==> config.mk <==
export PLATFORM = sky130hd
export DESIGN_NAME = fuzz_stim_misr_harness
export DESIGN_NICKNAME = d
export VERILOG_FILES = /design/src/rtl/fuzz_stim_misr_harness.sv
export SDC_FILE = /design/constraint.sdc
export NUM_CORES = 1
export LEC_CHECK = 0
export CAP_MARGIN = 30
export CORE_AREA = 4 4 194 196
export CTS_BUF_LIST = sky130_fd_sc_hd__clkbuf_2 sky130_fd_sc_hd__clkbuf_4 sky130_fd_sc_hd__clkbuf_8
export DETAILED_ROUTE_END_ITERATION = 7
export DIE_AREA = 0 0 198 200
export SYNTH_ARGS = -nofsm -noshare
export SYNTH_HDL_FRONTEND = slang
export SYNTH_SLANG_ARGS = --single-unit
==> constraint.sdc <==
create_clock -name clk -period 13.3 [get_ports clk]
set_input_delay 1.995 -clock clk [delete_from_list [all_inputs] [get_ports clk]]
set_output_delay 1.995 -clock clk [all_outputs]
set_load 0.02 [all_outputs]
==> src/rtl/fuzz_stim_misr_harness.sv <==
// Stimulus/response harness: drives a zero vector then NUM_VEC vectors (internal LFSR or external
// ready/valid source) into a DUT input bus and folds the DUT response into a MISR signature.
module fuzz_stim_misr_harness #(
    parameter int          IN_W      = 49,
    parameter int          OUT_W     = 350,
    parameter int          SIG_W     = 32,
    parameter int          NUM_VEC   = 21,
    parameter int          HOLD_CYC  = 1,
    parameter logic [31:0] SEED      = 32'h00000001,
    parameter logic [31:0] LFSR_POLY = 32'h80200003,
    parameter logic [31:0] MISR_POLY = 32'h04C11DB7
) (
    input  logic             clk,
    input  logic             rst,
    input  logic             start,
    input  logic             mode,
    input  logic [IN_W-1:0]  ext_vec,
    input  logic             ext_valid,
    output logic             ext_ready,
    output logic [IN_W-1:0]  stim,
    input  logic [OUT_W-1:0] resp,
    output logic             busy,
    output logic             done,
    output logic [SIG_W-1:0] sig,
    output logic [15:0]      vec_cnt
);

    localparam int               HC_W      = (HOLD_CYC > 1) ? $clog2(HOLD_CYC) : 1;
    localparam logic [HC_W-1:0]  HOLD_LAST = HC_W'(HOLD_CYC - 1);
    localparam logic [15:0]      VEC_LAST  = 16'(NUM_VEC);
    localparam int               NCH       = (OUT_W + SIG_W - 1) / SIG_W;
    localparam logic [31:0]      SEED_EFF  = (SEED == 32'h00000000) ? 32'h00000001 : SEED;
    localparam logic [SIG_W-1:0] MISR_TAPS = SIG_W'(MISR_POLY);

    typedef enum logic [1:0] {
        IDLE  = 2'd0,
        HOLD  = 2'd1,
        FETCH = 2'd2,
        DONE  = 2'd3
    } state_t;

    // XOR of the response cut into SIG_W-bit chunks from the LSB, last chunk zero-padded.
    function automatic logic [SIG_W-1:0] fold(input logic [OUT_W-1:0] r);
        logic [NCH*SIG_W-1:0] pad;
        logic [SIG_W-1:0]     acc;
        pad            = '0;
        pad[OUT_W-1:0] = r;
        acc            = '0;
        for (int i = 0; i < NCH; i++) begin
            acc = acc ^ pad[i*SIG_W +: SIG_W];
        end
        return acc;
    endfunction

    function automatic logic [SIG_W-1:0] misr_next(input logic [SIG_W-1:0] s,
                                                    input logic [OUT_W-1:0] r);
        return {s[SIG_W-2:0], 1'b0} ^ (s[SIG_W-1] ? MISR_TAPS : {SIG_W{1'b0}}) ^ fold(r);
    endfunction

    function automatic logic [31:0] lfsr_next(input logic [31:0] l);
        return {1'b0, l[31:1]} ^ (l[0] ? LFSR_POLY : 32'h00000000);
    endfunction

    // The 32-bit LFSR word repeats upward from bit 0; excess bits are dropped at the MSB.
    function automatic logic [IN_W-1:0] replicate(input logic [31:0] l);
        logic [IN_W-1:0] r;
        for (int i = 0; i < IN_W; i++) begin
            r[i] = l[i % 32];
        end
        return r;
    endfunction

    state_t           state_r;
    logic             mode_r;
    logic [31:0]      lfsr_r;
    logic [HC_W-1:0]  hold_cnt_r;
    logic [IN_W-1:0]  stim_r;
    logic [SIG_W-1:0] sig_r;
    logic [15:0]      vec_cnt_r;
    logic             busy_r;
    logic             done_r;
    logic             ext_ready_r;

    logic [SIG_W-1:0] misr_nxt_s;
    logic             last_hold_s;
    logic             last_vec_s;

    // Next-signature and end-of-hold / end-of-run decodes.
    always_comb begin
        misr_nxt_s  = misr_next(sig_r, resp);
        last_hold_s = (hold_cnt_r == HOLD_LAST);
        last_vec_s  = (vec_cnt_r == VEC_LAST);
    end

    // Run control FSM; every output is a register updated here.
    always_ff @(posedge clk or posedge rst) begin
        if (rst) begin
            state_r     <= IDLE;
            mode_r      <= 1'b0;
            lfsr_r      <= SEED_EFF;
            hold_cnt_r  <= {HC_W{1'b0}};
            stim_r      <= {IN_W{1'b0}};
            sig_r       <= {SIG_W{1'b0}};
            vec_cnt_r   <= 16'd0;
            busy_r      <= 1'b0;
            done_r      <= 1'b0;
            ext_ready_r <= 1'b0;
        end else begin
            case (state_r)
                IDLE, DONE: begin
                    if (start) begin
                        state_r     <= HOLD;
                        mode_r      <= mode;
                        lfsr_r      <= SEED_EFF;
                        hold_cnt_r  <= {HC_W{1'b0}};
                        stim_r      <= {IN_W{1'b0}};
                        sig_r       <= {SIG_W{1'b0}};
                        vec_cnt_r   <= 16'd0;
                        busy_r      <= 1'b1;
                        done_r      <= 1'b0;
                        ext_ready_r <= 1'b0;
                    end else begin
                        state_r <= state_r;
                    end
                end
                HOLD: begin
                    if (last_hold_s) begin
                        // One MISR capture per vector, on the edge that ends its hold window.
                        sig_r      <= misr_nxt_s;
                        hold_cnt_r <= {HC_W{1'b0}};
                        if (last_vec_s) begin
                            state_r <= DONE;
                            busy_r  <= 1'b0;
                            done_r  <= 1'b1;
                        end else if (!mode_r) begin
                            stim_r    <= replicate(lfsr_r);
                            lfsr_r    <= lfsr_next(lfsr_r);
                            vec_cnt_r <= vec_cnt_r + 16'd1;
                        end else begin
                            state_r     <= FETCH;
                            ext_ready_r <= 1'b1;
                        end
                    end else begin
                        hold_cnt_r <= hold_cnt_r + HC_W'(1);
                    end
                end
                FETCH: begin
                    if (ext_valid && ext_ready_r) begin
                        stim_r      <= ext_vec;
                        vec_cnt_r   <= vec_cnt_r + 16'd1;
                        ext_ready_r <= 1'b0;
                        hold_cnt_r  <= {HC_W{1'b0}};
                        state_r     <= HOLD;
                    end else begin
                        ext_ready_r <= 1'b1;
                    end
                end
                default: begin
                    state_r     <= IDLE;
                    busy_r      <= 1'b0;
                    done_r      <= 1'b0;
                    ext_ready_r <= 1'b0;
                end
            endcase
        end
    end

    assign stim      = stim_r;
    assign sig       = sig_r;
    assign vec_cnt   = vec_cnt_r;
    assign busy      = busy_r;
    assign done      = done_r;
    assign ext_ready = ext_ready_r;

endmodule

==> results.cfg <==
[finish]
nets = 1809
area_growth_syn_to_layout_pct = 64.0
final_cell_mix = clkdlybuf4s50_1, xnor2_1, dfrtp_1, nand2_1, xor2_1
fin_cells = 1891
drive_gt1_frac = 0.0389
layout_commonest_cell = clkdlybuf4s50_1
stdcell_area_um2 = 15000

[placed_design]
place_ws_ps = 8960
place_area_um2 = 14600
dp.final_hpwl_mm = 31.9
routabilityCongestion = 0.824
placedCellCount = 1850
portBuffers = 503

[cts]
cts_resized = 0
numCtsBuffers = 17
cts-hold-fix-buffers = 0
cts_setup_buffers = 0
clkTransAtPathRegs_ps = 80
cts_root_buf = clkbuf_8
cts_tree = yes
cts_max_path_buffers = 2
clkLatencyLatePin_ps = 440
cts_htree_levels = 4
cts_sinks = 135

[floorplan]
io_pins = 504
die_x_um = 198
die_area_um2 = 39600
die_y_um = 200
core-area_um2 = 36100
initial_core_util = 0.254
row_count = 70

[synthesis]
synth_largest_area_cell = dfrtp_1
syn-num-nets = 1331
syn_area_um2 = 9150
synth-seq-cells = 135
synth_fa_ha_area_frac = 0.00547
synthMuxAreaShare = 0.00123
synth_simple_gate_area_frac = 0.0696
synth_edf_count = 0
seq_area_frac_synth = 0.369
synth_top_family_by_area = XOR/XNOR gates
synth_top_area_share = 0.366
ys_warn_count = 0
synth-compound-area-share = 0.174
synthArstFlopShare = 1.00
yosys-top-cells-area = dfrtp_1, xnor2_1, xor2_1
postSynthAreaPerCell_um2 = 9.91
synth_top_flop_cell = dfrtp_1
synth_cells = 923
synth-xor-area-share = 0.349
netlist-cell-type-count = 46

[worst_hold_path]
hold_path.class = reg2reg

[timing]
period_needed_ps = 3910
rsz0062_at_grt = no
finClkSkew_ps = 19.7
layout_setup_ws_ps = 9390
setup_viol = 0
fin_crit_sh = 0.294
setup_tns_ps = 0
finalMaxSlewViolations = 0
hold_violations = 0
tightest_slew_ps = 1000
relSlewSlack = 0.331
clock.fmax_mhz = 256

[detailed_routing]
drc_errors = 0
drt_iter0_drc = 514
drt-total-wl_mm = 38.5
vias_per_cell = 4.60
ant_nets = 0
firstDrtPassIters = 5
wire_per_inst_um = 20.3
vias = 8698

[critical_path]
reg2reg_setup_slack_ps = 9870
endpoint_kind = register
critPathArrivalTime_ps = 4250
cp.required_ps = 13640
worstSetupPathType = in2reg
start_kind = input pin
cp_max_fo = 76

[global_route]
antenna_found_initial = 22
grt_pass1_wl_mm = 54.2
overflow = 0
track_usage = 0.184
grt_pass1_vias = 8788
grt_max_degree = 77

[power]
p_per_area_nw_per_um2 = 162
worst_ir_drop_vdd_uv = 148
p_leak_nw = 5.49

[run]
cap_violations = 0

[status]
outcome = complete, no violations
flip-flops by register name (all words and copies together), names as in the netlist:
register / cells
state_r: 2
ext_ready: 1
stim: 49
lfsr_r: 32
busy: 1
done: 1
mode_r: 1
vec_cnt: 16
sig: 32
metrics by stage:
stage / power (mW) / hold WS (ps) / utilization
after floorplan: 1.59 / 488 / -
after global placement: 2.09 / 462 / 0.404
after detailed placement: 2.11 / 466 / 0.404
after CTS: 2.48 / 485 / 0.415
after global routing: 2.62 / 506 / 0.416
final: 2.44 / 480 / 0.416
logic make-up after synthesis:
logic type	after synthesis
AOI/OAI and AO/OA	222
xor gates and xnor gates	365
adders and majority gates	4
buffers and inverters	58
DFF	135
muxes	1
and+or+nand+nor	138
final cells by class:
cell class | count | area, um2
inverters | 6 | 27.5
multi-input cells | 730 | 5500
repair buffers | 511 | 5090
fillers | 3604 | 21100
well taps | 468 | 586
diodes | 10 | 25.0
clock buffers | 19 | 255
clock inverters | 12 | 143
flip-flops and latches | 135 | 3380
power by group:
| part | internal (mW) | switching (mW) | leakage [nW] |
|---|---|---|---|
| clock | 0.176 | 0.181 | 0.195 |
| sequential | 0.520 | 0.0965 | 1.81 |
| combinational | 0.635 | 0.827 | 3.48 |
| total | 1.33 | 1.10 | 5.49 |
synth_stat cells (2+ instances only):
master / instances
nand4_1: 5
a22o_1: 13
a31oi_1: 4
clkbuf_1: 29
buf_4: 6
a21o_1: 2
a32o_1: 14
inv_1: 5
nor2_1: 13
o31ai_1: 60
xor2_1: 77
a22oi_1: 54
nor2b_1: 2
o21ai_0: 54
dfrtp_1: 134
buf_6: 4
and3_1: 3
nand2_1: 96
nand3_1: 7
nand2b_1: 2
ha_1: 4
o21ai_1: 3
buf_2: 13
a21oi_1: 10
xnor2_1: 288
layer usage:
layer	vias up	GRT usage	share of wire
li1	4149	-	-
met1	4120	0.209	0.37
met2	356	0.323	0.52
met3	53	0.0717	0.088
met4	20	0.0505	0.021
met5	-	0	0.0039
critical path, cell delays in order:
cell and delay, ps:
clkdlybuf4s50_1 470, nor2b_1 250, nor2_2 130, o21ai_4 380
buf_4 710, nand2_1 120, o31ai_1 90
final timing paths:
path	end	cells past startpoint	start
max in group asynchronous	lfsr_r[2]	3	rst
worst min register to register	stim[4]	2	stim[4]
worst max register to register	stim[22]	9	state_r[0]
worst min-delay path	stim[4]	2	stim[4]
worst max-delay path	stim[22]	7	start
min in group asynchronous	sig[0]	2	rst
Note: power is estimated with default switching activity, not from simulation.
